$ cat src/rtl/rf_fifo_ctrl.sv
`default_nettype none
// ============================================================================
// rf_fifo_ctrl : FIFO controller for an external 2-port register file
// Optional sticky ovf/udf error flags enabled by macro RF_FIFO_CTRL_ERR_EN
// Rev 1.0
// ============================================================================
module rf_fifo_ctrl #(
    parameter int AW       = 10,
    parameter int DW       = 8,
    parameter int AF_LEVEL = 2**AW - 4
) (
    input  logic          clk,
    input  logic          rst,
    input  logic          push,
    input  logic [DW-1:0] push_data,
    input  logic          pop,
    output logic [DW-1:0] pop_data,
    output logic          pop_valid,
    output logic          full,
    output logic          empty,
    output logic          almost_full,
    output logic [AW:0]   count,
    output logic          ovf,
    output logic          udf,
    input  logic          err_clr,
    output logic [AW-1:0] wr_addr,
    output logic [DW-1:0] wr_data,
    output logic          wr_me_en,
    output logic [AW-1:0] rd_addr,
    output logic          rd_me_en,
    input  logic [DW-1:0] rd_data
);

    localparam logic [AW:0] C_DEPTH_CNT = {1'b1, {AW{1'b0}}};
    localparam logic [AW:0] C_AF_CNT    = AF_LEVEL[AW:0];

    logic [AW:0] wptr_q, wptr_d;
    logic [AW:0] rptr_q, rptr_d;
    logic [AW:0] count_q, count_d;
    logic        pop_valid_q;
    logic        w_push_ok;
    logic        w_pop_ok;

    assign full        = (count_q == C_DEPTH_CNT);
    assign empty       = (count_q == '0);
    assign almost_full = (count_q >= C_AF_CNT);
    assign count       = count_q;

    // Acceptance is gated by rst so the RF strobes drop combinationally in reset.
    assign w_push_ok = push & ~full & ~rst;
    assign w_pop_ok  = pop & ~empty & ~rst;

    assign wr_me_en  = w_push_ok;
    assign wr_addr   = wptr_q[AW-1:0];
    assign wr_data   = push_data;
    assign rd_me_en  = w_pop_ok;
    assign rd_addr   = rptr_q[AW-1:0];
    assign pop_valid = pop_valid_q;
    assign pop_data  = rd_data;

    always_comb begin
        wptr_d  = wptr_q;
        rptr_d  = rptr_q;
        count_d = count_q;
        if (w_push_ok) begin
            wptr_d = wptr_q + 1'b1;
        end
        if (w_pop_ok) begin
            rptr_d = rptr_q + 1'b1;
        end
        if (w_push_ok && !w_pop_ok) begin
            count_d = count_q + 1'b1;
        end else if (w_pop_ok && !w_push_ok) begin
            count_d = count_q - 1'b1;
        end
    end

    always_ff @(posedge clk) begin
        if (rst) begin
            wptr_q      <= '0;
            rptr_q      <= '0;
            count_q     <= '0;
            pop_valid_q <= 1'b0;
        end else begin
            wptr_q      <= wptr_d;
            rptr_q      <= rptr_d;
            count_q     <= count_d;
            pop_valid_q <= w_pop_ok;
        end
    end

`ifdef RF_FIFO_CTRL_ERR_EN
    logic ovf_q, ovf_d;
    logic udf_q, udf_d;

    // A set event wins over a simultaneous clear.
    always_comb begin
        ovf_d = (push & full) | (ovf_q & ~err_clr);
        udf_d = (pop & empty) | (udf_q & ~err_clr);
    end

    always_ff @(posedge clk) begin
        if (rst) begin
            ovf_q <= 1'b0;
            udf_q <= 1'b0;
        end else begin
            ovf_q <= ovf_d;
            udf_q <= udf_d;
        end
    end

    assign ovf = ovf_q;
    assign udf = udf_q;
`else
    logic unused_err_clr;
    assign unused_err_clr = err_clr;
    assign ovf            = 1'b0;
    assign udf            = 1'b0;
`endif

endmodule
`default_nettype wire

$ cat config.mk
export PLATFORM = sky130hd
export DESIGN_NAME = rf_fifo_ctrl
export DESIGN_NICKNAME = d
export VERILOG_FILES = /design/src/rtl/rf_fifo_ctrl.sv
export SDC_FILE = /design/constraint.sdc
export NUM_CORES = 1
export LEC_CHECK = 0
export CAP_MARGIN = 30
export CORE_ASPECT_RATIO = 1.25
export CORE_MARGIN = 2
export CORE_UTILIZATION = 44
export DETAILED_ROUTE_END_ITERATION = 16
export GPL_ROUTABILITY_DRIVEN = 0
export PLACE_DENSITY = 0.91
export SLEW_MARGIN = 30
export SYNTH_ARGS = -nofsm -noshare
export SYNTH_HDL_FRONTEND = slang
export SYNTH_SLANG_ARGS = --single-unit
export TNS_END_PERCENT = 1
$ cat constraint.sdc
create_clock -name clk -period 4.6 [get_ports clk]
set_input_delay 1.15 -clock clk [delete_from_list [all_inputs] [get_ports clk]]
set_output_delay 1.15 -clock clk [all_outputs]
set_load 0.02 [all_outputs]
; ---- After elaboration in Yosys (flattened, before gate mapping)
; Index checks and enable logic that the tools add are counted.
[word_totals]
output_inout_bits = 55
wordCells = 25
input_bits = 21
ff_bits = 34
[op_classes]
n_lt_le_gt_ge = 1
muxes = 2
reduce_logical = 6
addsub = 4
bitwise_logic = 7
n_eq_ne = 1
[op_table]
columns = operator, count
row1 = "11-bit by 1-bit adder with 11-bit output, second input constant", 3
row2 = 11-bit two-way mux, 2
row3 = "11-bit equality test, second input constant", 1
row4 = "11-bit by 10-bit greater-or-equal comparator with 1-bit output, second input constant", 1
row5 = 11-bit zero test, 1
row6 = "11-bit by 1-bit subtractor with 11-bit output, second input constant", 1
row7 = 1-bit bitwise AND, 4
row8 = 1-bit inverter, 3
row9 = 1-bit logical AND, 2
row10 = 1-bit zero test, 2
row11 = 2-bit nonzero test, 1

; ---- Logic depth before layout (Yosys ltp)
[depth]
depth_word = 8
depth_mapped = 14
depth_no_buf = 14

; ---- Least setup slack after synthesis
; Ideal clock, no wire load.
[synth_path]
path_type = input port to flip-flop
start = input port rst
end = register count_q[10], in the netlist count[10]
setup_time_ns = 0.121
path_stages = 13
required_ns = 4.479
t_arrival_ns = 3.811
path_buffers = 2
setup_slack_ns = 0.668
path_cell_list = clkbuf_8 -> clkbuf_8 -> nor2_1 -> inv_1 -> ha_1 -> inv_1 -> ha_1 -> a21o_1 -> a21oi_1 -> o21ai_1 -> a221oi_2 -> mux2i_1 -> mux2_2
[synth_between]
elab_chain_cells = 5
word_cells_on_any_way = 9
cone_classes = mux (1) / bitwise (3) / reduce/logical (5)
[synth_lines]
columns = item, line_no
row1 = "start, declared", 13  ; input logic rst,
row2 = 1-bit inverter *, 51  ; assign w_pop_ok = pop & ~empty & ~rst;
row3 = 1-bit bitwise AND *, 51
row4 = net rd_me_en, 30  ; output logic rd_me_en,
row5 = 1-bit zero test, 71  ; if (w_push_ok && !w_pop_ok) begin
row6 = 1-bit logical AND, 71
row7 = 11-bit two-way mux / 2-bit nonzero test (equally long branches), --
row8 = "end signal, assigned", 87  ; count_q <= count_d;
row9 = "end, declared", 39  ; logic [AW:0] count_q, count_d;
; Mark *: on every way through the listed nets, which the timed path passes. The rest lies on a longest branch.
; A chain may end at the register's enable or synchronous reset.

; ---- Final worst setup path
[layout_path]
start = input port rst
end = register count_q[10], in the netlist count[10]
[layout_between]
elab_chain_cells = 5
word_cells_on_any_way = 9
cone_classes = mux (1) / bitwise (3) / reduce/logical (5)
[layout_lines]
columns = item, line_no
row1 = 1-bit inverter, "50, 51"
row2 = 1-bit bitwise AND (on tied branches), "51, 50"
row3 = 1-bit zero test (on tied branches), "71, 73"
row4 = 1-bit logical AND (on tied branches), "71, 73"
row5 = 11-bit two-way mux / 2-bit nonzero test (equally long branches), --
; Parallel ways exist; a longest one is shown, timed or not.

==> results.tsv <==
metric	value	unit
clock_latency	0.28	ns
holdBufCountCts	0	
area_growth	19.4	%
finalNetCount	290	
syn_avg_cell_area	8.86	µm²
cp_common_cell	ha_1	
cts_max_path_buffers	2	
rows	27	
rsz0062_at_grt	false	
hold_path.class	reg2reg	
setup_viol	0	
critPathArrivalTime	4.28	ns
min_period	4.11	ns
ys_ff_latch	32	
routed-via-count	1628	
cts_resized	0	
dpl.hpwl	3100	µm
async_flop_share	0	
place_inst	307	
whs	0.489	ns
critPathLaunchType	primary input	
grt_overflow_total	0	
finalCritPeriodShare	0.893	
timing.final.ws_setup	0.492	ns
max_stage_delay	0.59	ns
cts_sinks	32	
initial_core_util	0.459	
grt_pass1_wl	6920	µm
antenna_found_initial	0	
slew_violations	0	
die_h	79.9	µm
synth_ff_type	dfxtp_1	
io-pin-count	76	
wl_per_cell	12.9	µm
preCtsSetupSlack	0.227	ns
peakVddDrop	0.216	mV
cts_tree	built	
cp-end-kind	register	
worst_path_max_delay_cell	clkdlybuf4s50_1	
grt_max_degree	29	
synthCells	229	
ys_top_cells_by_area	dfxtp_1, ha_1, nor2_1, xor2_1, buf_4	
synth_cell_type_count	40	
clk_pin_slew	0.06	ns
required	4.77	ns
antenna_cells	0	
post_cts_buffers	0	
slew_headroom	0.644	
fin_cells	314	
ys_warn_count	0	
leakage	0.956	nW
maxCapViolations	0	
drcViolationCount	0	
synth-seq-area-share	0.316	
portBuffers	40	
vias_per_cell	5.18	
syn_area	2030	µm²
synth_top_area_frac	0.316	
grt_usage	0.169	
powerDensity	584	nW/µm²
synth_edf_count	0	
drive_above_1_share	0.0938	
cp_num_buf_inv	2	
cp_top_family	buffers and inverters	
clock-root-buffer	clkbuf_8	
hold_viol_final	0	
fin_worst_skew	0.00459	ns
drtPass1Iterations	4	
fp.coreArea	4430	µm²
wl	4040	µm
max_freq	243	MHz
drt_iter0_markers	60	
setup_tns	0	ns
htreeDepth	2	
die_w	64.7	µm
ant_nets	0	
worst-slew-pin-transition	0.534	ns
grt_pass1_vias	1585	
cts-buffers-inserted	5	
dieArea	5180	µm²
synth_area_leader_cell	dfxtp_1	
outcome	complete, no violations	
cp_cell_sequence	clkdlybuf4s50_1, nand2b_4, a41oi_4, ha_1, inv_1, ha_1, a21o_1, a21oi_1, o21ai_1, a221oi_2, mux2i_1, mux2_2	
nFillCells	415	
critPathKind	in2reg	
critPathMaxFanout	11	
cell usage after synthesis (all sizes together), types with 3 or more instances:
cell     n
xor2    16
inv      9
nand2   13
nor2    39
a21o     6
ha      12
o21ai   11
a21oi   12
xnor2    6
buf     18
nand3    6
nand4   10
mux2i    3
and3     4
nand2b   3
or3      3
clkbuf   5
dfxtp   32
worst min-delay path: stages, from the launching register on:
cell and delay [ns]:
dfxtp_1 0.31, o21ai_0 0.07, a21oi_1 0.06
power breakdown:
group	switching, mW	total, mW	leakage, nW	internal (mW)
registers	0.0922	0.422	0.261	0.329
clock network	0.0944	0.197	0.0410	0.102
logic	0.430	0.796	0.654	0.366
registers in the layout, summed over array words and instances, names as in the netlist:
signal and count:
rptr_q 10, pop_valid 1, count 11, wptr_q 10
cell usage in the layout, fill, tap and decap left out, drive strengths merged, types with 4 or more instances in the layout:
| cell | synthesis | routed |
|---|---|---|
| a21o | 6 | 6 |
| a21oi | 12 | 12 |
| and3 | 4 | 4 |
| clkbuf | 5 | 6 |
| clkdlybuf4s50 | 0 | 40 |
| dfxtp | 32 | 32 |
| ha | 12 | 12 |
| inv | 9 | 9 |
| nand2 | 13 | 13 |
| nand3 | 6 | 6 |
| nand4 | 10 | 10 |
| nor2 | 39 | 39 |
| o21ai | 11 | 11 |
| xnor2 | 6 | 6 |
| xor2 | 16 | 16 |
path summary, 6_finish.rpt:
check / to / slack [ns] / cells past startpoint / start
max: count[10]$_SDFFE_PP0P_ / 0.49 / 12 / rst
max reg2reg: count[10]$_SDFFE_PP0P_ / 0.70 / 14 / count[0]$_SDFFE_PP0P_
min: rptr_q[9]$_SDFFE_PP0P_ / 0.49 / 2 / rptr_q[9]$_SDFFE_PP0P_
min reg2reg: rptr_q[9]$_SDFFE_PP0P_ / 0.49 / 2 / rptr_q[9]$_SDFFE_PP0P_
logic make-up (layout without fill, tap and decap cells):
kind of cell | Yosys count | count (layout) | synth area share
AND/OR/NAND/NOR | 82 | 82 | 0.223
buffers and inverters | 33 | 59 | 0.107
flip-flops | 32 | 32 | 0.316
other | 1 | 2 | 0.00185
AO/OA/AOI/OAI | 42 | 42 | 0.154
XOR/XNOR | 22 | 22 | 0.0949
multiplexers | 4 | 4 | 0.0203
adder cells (fa/ha/maj) | 13 | 13 | 0.0838
metrics by stage:
stage / instance area (µm²) / power [mW] / util
after floorplan: 2030 / 1.01 / -
after global placement: 2350 / 1.20 / 0.530
after detailed placement: 2350 / 1.22 / 0.530
after CTS: 2420 / 1.42 / 0.548
after global routing: 2420 / 1.51 / 0.548
final: 2420 / 1.41 / 0.548
cell type report:
type | count | area [µm²] | share of cell area
Sequential cell | 32 | 641 | 0.264
Clock buffer | 6 | 72.6 | 0.0299
Timing Repair Buffer | 43 | 423 | 0.174
Multi-Input combinational cell | 165 | 1180 | 0.485
Inverter | 9 | 33.8 | 0.0139
Tap cell | 58 | 72.6 | 0.0299
Clock inverter | 1 | 5.00 | 0.00207
routing by layer:
layer | share of wire | track usage
met1 | 0.43 | 0.191
met2 | 0.50 | 0.305
met3 | 0.048 | 0.0381
met4 | 0.018 | 0.0660
met5 | 0 | 0
(Power assumes the default switching activity.)
